[src/rtl/sar_scan_ctrl.sv]
// SAR ADC scan sequencer: walks the enabled channels in ascending order and
// resolves bits 9..0 per channel. All outputs are registered.
module sar_scan_ctrl #(
  parameter int unsigned SAMPLE_CYCLES = 4,
  parameter int unsigned SETTLE_CYCLES = 2
) (
  input  logic       clk,
  input  logic       rst_n,
  input  logic       start,
  input  logic       abort,
  input  logic [7:0] chan_mask,
  output logic [7:0] ADC,
  output logic [9:0] bitctrl,
  output logic       sample_hold,
  output logic       wr_en,
  output logic [2:0] chan,
  output logic       busy,
  output logic       done
);

  typedef enum logic [1:0] {StIdle, StSample, StBit, StDone} state_e;

  localparam logic [3:0] SampleLast = 4'(SAMPLE_CYCLES - 1);
  localparam logic [3:0] SettleLast = 4'(SETTLE_CYCLES);

  state_e     state_q, state_d;
  logic [7:0] mask_q, mask_d;
  logic [3:0] bit_q, bit_d;
  logic [3:0] cnt_q, cnt_d;
  logic [2:0] chan_d;
  logic [2:0] first_chan, next_chan;
  logic       next_found;
  logic       in_scan;

  // Lowest set channel of the incoming mask, and next set channel above the current one.
  always_comb begin
    first_chan = '0;
    next_chan  = '0;
    next_found = 1'b0;
    for (int i = 7; i >= 0; i--) begin
      if (chan_mask[i]) first_chan = 3'(i);
      if (mask_q[i] && (3'(i) > chan)) begin
        next_chan  = 3'(i);
        next_found = 1'b1;
      end
    end
  end

  always_comb begin
    state_d = state_q;
    mask_d  = mask_q;
    chan_d  = chan;
    bit_d   = bit_q;
    cnt_d   = cnt_q;
    unique case (state_q)
      StIdle: begin
        if (start) begin
          mask_d = chan_mask;
          cnt_d  = '0;
          if (chan_mask != 8'h00) begin
            state_d = StSample;
            chan_d  = first_chan;
          end else begin
            state_d = StDone;
          end
        end
      end
      StSample: begin
        if (cnt_q == SampleLast) begin
          state_d = StBit;
          bit_d   = 4'd9;
          cnt_d   = '0;
        end else begin
          cnt_d = cnt_q + 4'd1;
        end
      end
      StBit: begin
        if (cnt_q == SettleLast) begin
          cnt_d = '0;
          if (bit_q == 4'd0) begin
            if (next_found) begin
              state_d = StSample;
              chan_d  = next_chan;
            end else begin
              state_d = StDone;
              chan_d  = '0;
            end
          end else begin
            bit_d = bit_q - 4'd1;
          end
        end else begin
          cnt_d = cnt_q + 4'd1;
        end
      end
      StDone: begin
        state_d = StIdle;
      end
      default: state_d = StIdle;
    endcase

    if (abort && (state_q != StIdle)) begin
      state_d = StIdle;
      chan_d  = '0;
      bit_d   = '0;
      cnt_d   = '0;
    end
  end

  assign in_scan = (state_d == StSample) || (state_d == StBit);

  // Outputs are derived from next state so the registered values line up with state_q.
  always_ff @(posedge clk) begin
    if (!rst_n) begin
      state_q     <= StIdle;
      mask_q      <= '0;
      bit_q       <= '0;
      cnt_q       <= '0;
      chan        <= '0;
      ADC         <= '0;
      bitctrl     <= '0;
      sample_hold <= 1'b0;
      wr_en       <= 1'b0;
      busy        <= 1'b0;
      done        <= 1'b0;
    end else begin
      state_q     <= state_d;
      mask_q      <= mask_d;
      bit_q       <= bit_d;
      cnt_q       <= cnt_d;
      chan        <= chan_d;
      ADC         <= in_scan ? (8'd1 << chan_d) : 8'd0;
      bitctrl     <= (state_d == StBit) ? (10'd1 << bit_d) : 10'd0;
      sample_hold <= (state_d == StSample);
      wr_en       <= (state_d == StBit) && (cnt_d == SettleLast);
      busy        <= (state_d != StIdle);
      done        <= (state_d == StDone);
    end
  end

endmodule

[config.mk]
export PLATFORM = sky130hd
export DESIGN_NAME = sar_scan_ctrl
export DESIGN_NICKNAME = d
export VERILOG_FILES = /design/src/rtl/sar_scan_ctrl.sv
export SDC_FILE = /design/constraint.sdc
export NUM_CORES = 1
export LEC_CHECK = 0
export BUFFER_PORTS_ARGS = -buffer_cell sky130_fd_sc_hd__buf_2
export CAP_MARGIN = 20
export CORE_AREA = 2 2 85 66
export DETAILED_ROUTE_END_ITERATION = 10
export DIE_AREA = 0 0 87 68
export PLACE_DENSITY = 0.67
export SETUP_SLACK_MARGIN = 0.1
export SKIP_CTS_REPAIR_TIMING = 1
export SYNTH_ARGS = -nofsm -noshare
export SYNTH_HDL_FRONTEND = slang
export SYNTH_SLANG_ARGS = --single-unit
[constraint.sdc]
create_clock -name clk -period 4.11 [get_ports clk]
set_clock_uncertainty 0.2 [all_clocks]
set_input_delay 0.6165 -clock clk [delete_from_list [all_inputs] [get_ports clk]]
set_output_delay 0.6165 -clock clk [all_outputs]
set_load 0.1 [all_outputs]
==> qor.yml, run 1 <==
floorplanning:
  dieWidth_um: 87
  start_util_pct: 43.3
  num_rows: 23
  die_h_um: 68
  core_um2: 5150
  die_area_um2: 5920
  num_io_pins: 37
cts:
  clkLatencyLatePin_ps: 300
  clk_pin_slew_ps: 90
  cts-buffers-inserted: 5
  h-tree-depth: 2
  cts_tree: "done"
  cts-root-buf: "clkbuf_8"
  numClockSinks: 42
  clk_path_buf_depth: 2
global_route:
  grt_pass1_vias: 1713
  grt_pass1_wl_um: 8380
  grt_max_degree: 16
  antenna_found_initial: 0
  grt.total_usage_pct: 18.5
  busiest_layer: "met1"
  grtUsageMet2_pct: 25.6
  overflow: 0
  grtUsageMet1_pct: 27.7
  use_met3_pct: 4.22
synthesis:
  synth_xor_area_share_pct: 0
  syn_avg_cell_area_um2: 8.54
  yosys.area_share.simple_pct: 27.4
  yosysSeqAreaShare_pct: 37.7
  syn_area_um2: 2230
  yosysWarnings: 0
  yosys_register_bits: 42
  synthDistinctLibCells: 58
  synth_cells: 261
  synth-main-ff-cell: "dfxtp_1"
  synth_compound_area_share_pct: 23.0
  synth-edff-count: 0
  synthMuxAreaShare_pct: 0
  synth_top_family_by_area: "simple AND/OR/NAND/NOR gates"
  synth_adder_area_share_pct: 6.73
  synth_fp_nets: 285
  ys_async_sr_fraction_pct: 0
sta:
  setup_viol: 0
  slew_headroom_pct: 22.8
  rsz0062_at_grt: "no"
  fin_ws_ps: 770
  hold_viol: 0
  worst_slew_pin_slew_ps: 1130
  drv_slew: 0
  fmax_mhz: 299
  period_share_pct: 81.3
  fin_setup_tns_ps: 0
  min_period_ps: 3340
setup_path:
  cp_slowest_cell: "or3b_1"
  crit_path_end_kind: "flip-flop"
  critical_path_buf_inv_count: 2
  cp_slowest_stage_delay_ps: 480
  crit_chain: "inv_1 > ha_1 > or3b_1 > nor4_4 > and2b_1 > a31oi_1 > o31ai_2 > inv_1 > ha_1 > o211ai_2 > nor4_1"
  cp_top_family: "simple AND/OR/NAND/NOR gates"
  crit_fanout: 5
  required_ps: 4110
  critPathLaunchType: "flip-flop"
  critPathKind: "flip-flop to flip-flop"
  worstPathArrival_ps: 3340
detailed_routing:
  vias: 1971
  vias_per_cell: 5.51
  drcViolationCount: 0
  wire_per_inst_um: 14.0
  ant_nets: 0
  drt-pass1-iter-count: 4
  dr.first_iter.drc_count: 164
  routed_wl_um: 5020
final_layout:
  drive_gt1_share_pct: 21.6
  n_antenna_cell: 0
  synthToLayoutAreaGrowth_pct: 13.6
  fin_nets: 319
job:
  cap_violations: 0
power:
  irDropWorstVdd_v: 0.000156
  power_density_nw_per_um2: 350
  p_leak_nw: 1.04
placed_design:
  gp_congestion: 0.872
  hpwlAfterDp_um: 3830
  preCtsSetupSlack_ps: 801
  io_buffers: 36
worst_hold_path:
  holdCritPathClass: "flip-flop to flip-flop"
outcome:
  status: "complete, no violations"
final cells by class:
type                            instances  area [µm²]
Clock inverter                          3        25.0
Timing Repair Buffer                   36         180
Clock buffer                            5        68.8
Inverter                               18        67.6
Multi-Input combinational cell        192        1270
Sequential cell                        42         841
Tap cell                               62        77.6
Fill cell                             523        2620
metrics by stage:
step / util [%] / std cells / hold WS [ps] / cell area, µm² / total power [mW]
after floorplan: - / 261 / 236 / 2230 / 0.580
after global placement: 47.4 / 350 / 260 / 2440 / 0.616
after detailed placement: 47.4 / 350 / 266 / 2440 / 0.617
after CTS: 49.2 / 358 / 278 / 2530 / 0.896
after global routing: 49.2 / 358 / 309 / 2530 / 0.927
final: 49.2 / 358 / 281 / 2530 / 0.886
registers in the layout, indices dropped and copies added (netlist names), 2 cells and up:
signal,cells
bitctrl,10
ADC,8
mask_q,7
bit_q,4
cnt_q,4
chan,3
state_q,2
path summary, 6_finish.rpt:
kind | startpoint | to | slack, ps | cells after the start
setup reg to reg | bit_q[0] | ADC[1] | 770 | 11
hold / removal | mask_q[4] | mask_q[4] | 280 | 2
hold reg to reg | mask_q[4] | mask_q[4] | 280 | 2
setup / recovery | bit_q[0] | ADC[1] | 770 | 11
power by group:
group / leakage [nW] / total (mW) / internal (mW) / switching, mW
logic: 0.651 / 0.174 / 0.0502 / 0.124
registers: 0.341 / 0.435 / 0.420 / 0.0144
clock network: 0.0447 / 0.277 / 0.123 / 0.155
placed cells by master (no fill, tap or decap), drive strengths merged, types with 2 or more instances in the layout:
cell type  count
a32oi          2
and2           6
nor3          12
nand2         27
o22ai          2
clkbuf         5
nor4           7
a31oi          3
buf           36
a21o           3
nand2b         3
or4            4
nand3          3
o21ai         20
nor2b          3
dfxtp         42
nand4b         2
ha            12
a21boi         2
a21bo          3
inv           19
nor3b          3
a221oi         4
or3b           3
a211oi         2
o31ai          2
a21oi         20
nor2          29
layer usage:
metal | vias to the layer above | wire length (µm) | share of wire (%)
met1 | 890 | 2700 | 54
li1 | 1000 | - | -
met4 | 0 | 64 | 1.3
met2 | 75 | 1930 | 38
met5 | - | 0 | 0
met3 | 6 | 330 | 6.6
cell families after synthesis:
logic type / after synthesis
AO/OA/AOI/OAI: 72
flip-flops: 42
AND/OR/NAND/NOR: 108
adder cells (fa/ha/maj): 12
buffers and inverters: 27
synthesized netlist by cell type, types with 4 or more instances:
master / number / area share (%)
a21oi_1: 20 / 4.5
and2_1: 6 / 1.7
buf_2: 5 / 1.1
dfxtp_1: 42 / 38
ha_1: 12 / 6.7
inv_1: 18 / 3.0
nand2_1: 27 / 4.5
nor2_1: 27 / 4.5
nor3_1: 10 / 2.2
nor4_1: 5 / 1.4
o21ai_0: 17 / 3.8
or4_1: 4 / 1.3
worst min-delay path: cells and delay by family, from the launching register on:
| kind | cells | cell delay [ps] |
|---|---|---|
| compound gates | 1 | 50 |
| flops | 1 | 330 |
| simple gates | 1 | 60 |
(Power assumes the default switching activity.)
==> run 2: changes to the inputs <==
- PLACE_DENSITY: 0.67 -> 0.69
- clock period: 4.11 -> 2.83 ns (I/O delays scaled with it)
==> run 2 against run 1 <==
Net effect:
- the run now ends with negative setup slack left
- clock power up 53%
- setup slack got worse by 770 ps
- largest cell class unchanged
- non-clock buffer count is 32 higher
- sequential cell count unchanged
- sequential power up 44%
- global-route usage rose by 2.1 points
- hold slack got worse by 110 ps
- via count rose by 8.1%
- critical path depth is the same
- first-iteration DRC count decreased by 15%
- die area stayed put
==> qor.yml, run 2 (same netlist as run 1, synthesis figures left out) <==
sta:
  drv_slew: 0  # unchanged
  fmax_mhz: 353  # was 299 MHz
  worst_slew_pin_slew_ps: 609  # was 1130 ps
  worst_hold_slack_ps: 170  # was 281 ps
  setup_viol: 2  # was 0
  fin_ws_ps: -4.40  # was 770 ps
  min_period_ps: 2830  # was 3340 ps
  hold_viol: 0  # unchanged
  slew_headroom_pct: 59.0  # was 22.8%
  rsz0062_at_grt: "yes"  # was no
  period_share_pct: 100  # was 81.3%
cts:
  clk_path_buf_depth: 2  # unchanged
  cts_tree: "done"  # unchanged
  h-tree-depth: 2  # unchanged
  cts-buffers-inserted: 5  # unchanged
  clk_pin_slew_ps: 90  # about the same
  cts-root-buf: "clkbuf_8"  # unchanged
  clkLatencyLatePin_ps: 320  # was 300 ps
  numClockSinks: 42  # unchanged
job:
  cap_violations: 0  # unchanged
setup_path:
  crit_chain: "inv_2 > ha_4 > or3b_4 > nor4_4 > and2b_1 > a31oi_1 > o31ai_2 > inv_1 > ha_4 > o211ai_4 > nor4_1"  # was inv_1 > ha_1 > or3b_1 > nor4_4 > and2b_1 > a31oi_1 > o31ai_2 > inv_1 > ha_1 > o211ai_2 > nor4_1
  worst-path-stages: 11  # unchanged
  required_ps: 2850  # was 4110 ps
  critical_path_buf_inv_count: 2  # unchanged
  cp_top_family: "simple AND/OR/NAND/NOR gates"  # unchanged
  crit_path_end_kind: "flip-flop"  # unchanged
  cp_slowest_cell: "or3b_4"  # was or3b_1
  crit_top_cell: "ha_4"
  crit_fanout: 4  # was 5
  reg2regPathDepth: 11  # unchanged
  critPathLaunchType: "flip-flop"  # unchanged
  critPathKind: "flip-flop to flip-flop"  # unchanged
  cp_slowest_stage_delay_ps: 390  # was 480 ps
  worstPathArrival_ps: 2850  # was 3340 ps
placed_design:
  gp_congestion: 0.934  # was 0.872
  hpwlAfterDp_um: 4180  # was 3830 µm
  io_buffers: 36  # unchanged
  place_area_um2: 2700  # was 2440 µm²
  preCtsSetupSlack_ps: -86.7  # was 801 ps
final_layout:
  drive_gt1_share_pct: 37.2  # was 21.6%
  fillerInstances: 447  # was 523
  fin_nets: 351  # was 319
  largest_reg_flops: 10  # unchanged
  regMostFlops: "bitctrl"  # unchanged
  fin_area_um2: 2920  # was 2530 µm²
  largestRegisters: "bitctrl (10), ADC (8), mask_q (7)"  # unchanged
  n_antenna_cell: 0  # unchanged
  final_cell_mix: "36 x dfxtp_1, 36 x buf_2, 28 x buf_4, 25 x nand2_1, 23 x nor2_1"  # was 42 x dfxtp_1, 36 x buf_2, 27 x nor2_1, 27 x nand2_1, 20 x a21oi_1
  synthToLayoutAreaGrowth_pct: 31.1  # was 13.6%
  final_util_pct: 56.7  # was 49.2%
worst_hold_path:
  min_path_cells: 3  # was 2
  holdCritPathClass: "primary input to flip-flop"  # was flip-flop to flip-flop
detailed_routing:
  vias: 2130  # was 1971
  routed_wl_um: 5880  # was 5020 µm
  wire_per_inst_um: 15.1  # was 14.0 µm
  vias_per_cell: 5.46  # was 5.51
  dr.first_iter.drc_count: 140  # was 164
  ant_nets: 0  # unchanged
  drt-pass1-iter-count: 5  # was 4
  drcViolationCount: 0  # unchanged
power:
  p_leak_nw: 1.24  # was 1.04 nW
  p_clk_share_pct: 31.4  # was 31.3%
  combinationalPowerShare_pct: 22.2  # was 19.6%
  power_density_nw_per_um2: 463  # was 350 nW/µm²
  internal_power_mw: 0.913  # was 0.593 mW
  irDropWorstVdd_v: 0.000271  # was 0.000156 V
  swShare_pct: 32.5  # was 33.0%
  p_switching_mw: 0.440  # was 0.293 mW
  p_seq_share_pct: 46.4  # was 49.1%
global_route:
  grtUsageMet2_pct: 27.3  # was 25.6%
  grt_pass1_wl_um: 9130  # was 8380 µm
  grt_max_degree: 15  # was 16
  grtUsageMet1_pct: 31.6  # was 27.7%
  grt.total_usage_pct: 20.6  # was 18.5%
  busiest_layer: "met1"  # unchanged
  grt_pass1_vias: 1837  # was 1713
  use_met3_pct: 3.74  # was 4.22%
  overflow: 0  # unchanged
  antenna_found_initial: 0  # unchanged
floorplanning:
  start_util_pct: 43.3  # unchanged
  dieWidth_um: 87  # unchanged
  num_io_pins: 37  # unchanged
  num_rows: 23  # unchanged
  die_area_um2: 5920  # unchanged
  die_h_um: 68  # unchanged
  core_um2: 5150  # unchanged
outcome:
  violations: "negative setup slack"
  status: "complete, but fails checks"  # was complete, no violations
[run 2: cell count changes in the layout (fill, tap and decap cells not counted), moves of 3 or more]
cell and change:
buf_6 +4, dfxtp_2 +6, buf_4 +28, ha_4 +3, inv_1 -3, ha_1 -4
nor2_1 -4, nor3_1 -4, inv_2 +3, dfxtp_1 -6, nor2_2 +3, nor3_2 +4
[run 2: metal layers]
| metal | wire length (µm) | share of wire [%] |
|---|---|---|
| met5 | 0 | 0 |
| met4 | 129 | 2.2 |
| met3 | 281 | 4.8 |
| met2 | 2320 | 39 |
| met1 | 3150 | 54 |
[run 2: path summary, 6_finish.rpt]
path | from | to | slack, ps
worst max-delay path | cnt_q[0] | ADC[3] | -4
worst min-delay path | chan_mask[6] | mask_q[6] | 170
worst max register to register | cnt_q[0] | ADC[3] | -4
worst min register to register | mask_q[3] | mask_q[3] | 270
[run 2: power by group through the flow]
stage / registers [mW] / logic (mW) / clock network, mW
3_3_place_gp: 0.641 / 0.291 / 0
6_report: 0.628 / 0.300 / 0.425
3_5_place_dp: 0.641 / 0.292 / 0
2_1_floorplan: 0.703 / 0.149 / 0
4_1_cts: 0.627 / 0.293 / 0.439
5_1_grt: 0.631 / 0.323 / 0.456
[run 2: layout make-up]
| type | instances | area, µm² | area share (%) |
|---|---|---|---|
| clock buffers | 7 | 86.3 | 2.95 |
| clock inverters | 1 | 8.76 | 0.300 |
| inverters | 18 | 67.6 | 2.31 |
| multi-input cells | 192 | 1400 | 47.9 |
| flip-flops and latches | 42 | 848 | 29.0 |
| well taps | 62 | 77.6 | 2.65 |
| repair buffers | 68 | 435 | 14.9 |
[run 2: worst min-delay path, cell delays in order]
cell and delay (ps):
buf_2 120, nand2_1 50, a21oi_1 50
[run 2: per-stage QoR]
step                      TNS, ps  cells  total power, mW
after global placement          0    377            0.932
after floorplan              -333    261            0.853
after CTS                    -550    385             1.36
after detailed placement     -262    377            0.933
after global routing         -951    390             1.41
final                       -6.22    390             1.35
==> run 3: changes to the inputs <==
- GPL_TIMING_DRIVEN: not set -> 1
- SETUP_SLACK_MARGIN: 0.1 -> 0.2
==> run 3 against run 2 <==
Net effect:
- the flow now finishes without violations
- via count up 1.0%
- maximum frequency grew 3.5%
- design area is essentially flat
- routed wire length decreased by 0.97%
- non-clock buffer count shrank 1
- core utilization about the same
- setup slack improved by 96 ps
- global-route usage up 0.098 points
- final cell count fell by 0.26%
- register-to-register slack gained 96 ps
- first-iteration DRC count grew 3.6%
- clock-buffer cell count fell by 1
- critical endpoint is now ADC[5]
- largest power group unchanged
- highest routed layer unchanged
==> qor.yml, run 3 (same netlist as run 1, synthesis figures left out) <==
sta:
  slew_headroom_pct: 61.4  # was 59.0%
  min_period_ps: 2740  # was 2830 ps
  worst_slew_pin_slew_ps: 573  # was 609 ps
  fin_setup_tns_ps: 0  # was -6.22 ps
  rsz0062_at_grt: "yes"  # unchanged
  fin_ws_ps: 91.5  # was -4.40 ps
  drv_slew: 0  # unchanged
  fmax_mhz: 365  # was 353 MHz
  hold_viol: 0  # unchanged
  worst_hold_slack_ps: 180  # was 170 ps
  setup_viol: 0  # was 2
  period_share_pct: 96.8  # was 100%
cts:
  numClockSinks: 42  # unchanged
  clkLatencyLatePin_ps: 300  # was 320 ps
  clk_pin_slew_ps: 90  # about the same
  cts_tree: "done"  # unchanged
  clk_path_buf_depth: 2  # unchanged
  cts-buffers-inserted: 5  # unchanged
  h-tree-depth: 2  # unchanged
  cts-root-buf: "clkbuf_8"  # unchanged
worst_hold_path:
  holdCritPathClass: "primary input to flip-flop"  # unchanged
floorplanning:
  start_util_pct: 43.3  # unchanged
  core_um2: 5150  # unchanged
  dieWidth_um: 87  # unchanged
  die_h_um: 68  # unchanged
  num_rows: 23  # unchanged
  num_io_pins: 37  # unchanged
  die_area_um2: 5920  # unchanged
placed_design:
  io_buffers: 36  # unchanged
  hpwlAfterDp_um: 4150  # was 4180 µm
  dp_cells: 378  # was 377
  gp_congestion: 0.968  # was 0.934
  place_area_um2: 2710  # was 2700 µm²
  preCtsSetupSlack_ps: -41.8  # was -86.7 ps
global_route:
  antenna_found_initial: 0  # unchanged
  grt_pass1_wl_um: 9270  # was 9130 µm
  grt_max_degree: 15  # unchanged
  overflow: 0  # unchanged
  grt_pass1_vias: 1883  # was 1837
  grt.total_usage_pct: 20.7  # was 20.6%
power:
  power_density_nw_per_um2: 487  # was 463 nW/µm²
  p_leak_nw: 1.22  # was 1.24 nW
  finalPower_mw: 1.42  # was 1.35 mW
  irDropWorstVdd_v: 0.000242  # was 0.000271 V
setup_path:
  crit_chain: "inv_2 > ha_4 > or3b_4 > nor4_4 > and2b_1 > a31oi_2 > o31ai_4 > inv_2 > ha_4 > nand4b_4 > nor4_2"  # was inv_2 > ha_4 > or3b_4 > nor4_4 > and2b_1 > a31oi_1 > o31ai_2 > inv_1 > ha_4 > o211ai_4 > nor4_1
  cp_top_family: "simple AND/OR/NAND/NOR gates"  # unchanged
  required_ps: 2840  # was 2850 ps
  crit_fanout: 4  # unchanged
  crit_path_end_kind: "flip-flop"  # unchanged
  critPathKind: "flip-flop to flip-flop"  # unchanged
  worstPathArrival_ps: 2750  # was 2850 ps
  critPathLaunchType: "flip-flop"  # unchanged
  critical_path_buf_inv_count: 2  # unchanged
  cp_slowest_cell: "or3b_4"  # unchanged
  cp_slowest_stage_delay_ps: 390  # about the same
detailed_routing:
  wire_per_inst_um: 15.0  # was 15.1 µm
  drcViolationCount: 0  # unchanged
  vias_per_cell: 5.53  # was 5.46
  ant_nets: 0  # unchanged
  drt-pass1-iter-count: 4  # was 5
  vias: 2152  # was 2130
  routed_wl_um: 5830  # was 5880 µm
  dr.first_iter.drc_count: 145  # was 140
final_layout:
  layout.cells.non_filler: 389  # was 390
  regMostFlops: "bitctrl"  # unchanged
  synthToLayoutAreaGrowth_pct: 31.2  # was 31.1%
  n_antenna_cell: 0  # unchanged
  final_util_pct: 56.8  # was 56.7%
  layout_commonest_cell: "dfxtp_1"
  final_cell_mix: "37 x dfxtp_1, 36 x buf_2, 30 x buf_4, 25 x nand2_1, 22 x nor2_1"  # was 36 x dfxtp_1, 36 x buf_2, 28 x buf_4, 25 x nand2_1, 23 x nor2_1
  largestRegisters: "bitctrl (10), ADC (8), mask_q (7)"  # unchanged
  fin_nets: 350  # was 351
  fin_area_um2: 2930  # was 2920 µm²
  drive_gt1_share_pct: 37.3  # was 37.2%
  fillerInstances: 458  # was 447
  largest_reg_flops: 10  # unchanged
job:
  cap_violations: 0  # unchanged
outcome:
  status: "complete, no violations"  # was complete, but fails checks
==> run 3: path summary, 6_finish.rpt <==
kind	start	to	slack, ps	depth (start not counted)
max	cnt_q[0]	ADC[5]	90	11
min	chan_mask[6]	mask_q[6]	180	3
max reg2reg	cnt_q[0]	ADC[5]	90	11
min reg2reg	mask_q[2]	mask_q[2]	270	2
==> run 3: report_power, final <==
part           internal [mW]  switching [mW]
sequential             0.611          0.0160
combinational          0.105           0.205
clock                  0.263           0.224
total                  0.980           0.445
==> run 3: routing by layer <==
metal	part of all wire, %	track usage, %	vias up
met5	0	0	-
met4	0.82	6.45	0
met3	6.7	4.34	5
met2	41	29.6	84
met1	51	30.9	1001
li1	-	-	1062
==> run 3: worst min-delay path, delay by kind of cell <==
family / cells / cell delay [ps]
AO/OA/AOI/OAI: 1 / 50
AND/OR/NAND/NOR: 1 / 50
buffers and inverters: 1 / 110
==> run 3: cell type report <==
type                            count  area (µm²)  share of cell area (%)
Clock buffer                        6        72.6                    2.48
Inverter                           18        67.6                    2.31
Timing Repair Buffer               67         417                    14.2
Multi-Input combinational cell    192        1410                    48.1
Clock inverter                      2        37.5                    1.28
Sequential cell                    42         847                    29.0
Tap cell                           62        77.6                    2.65
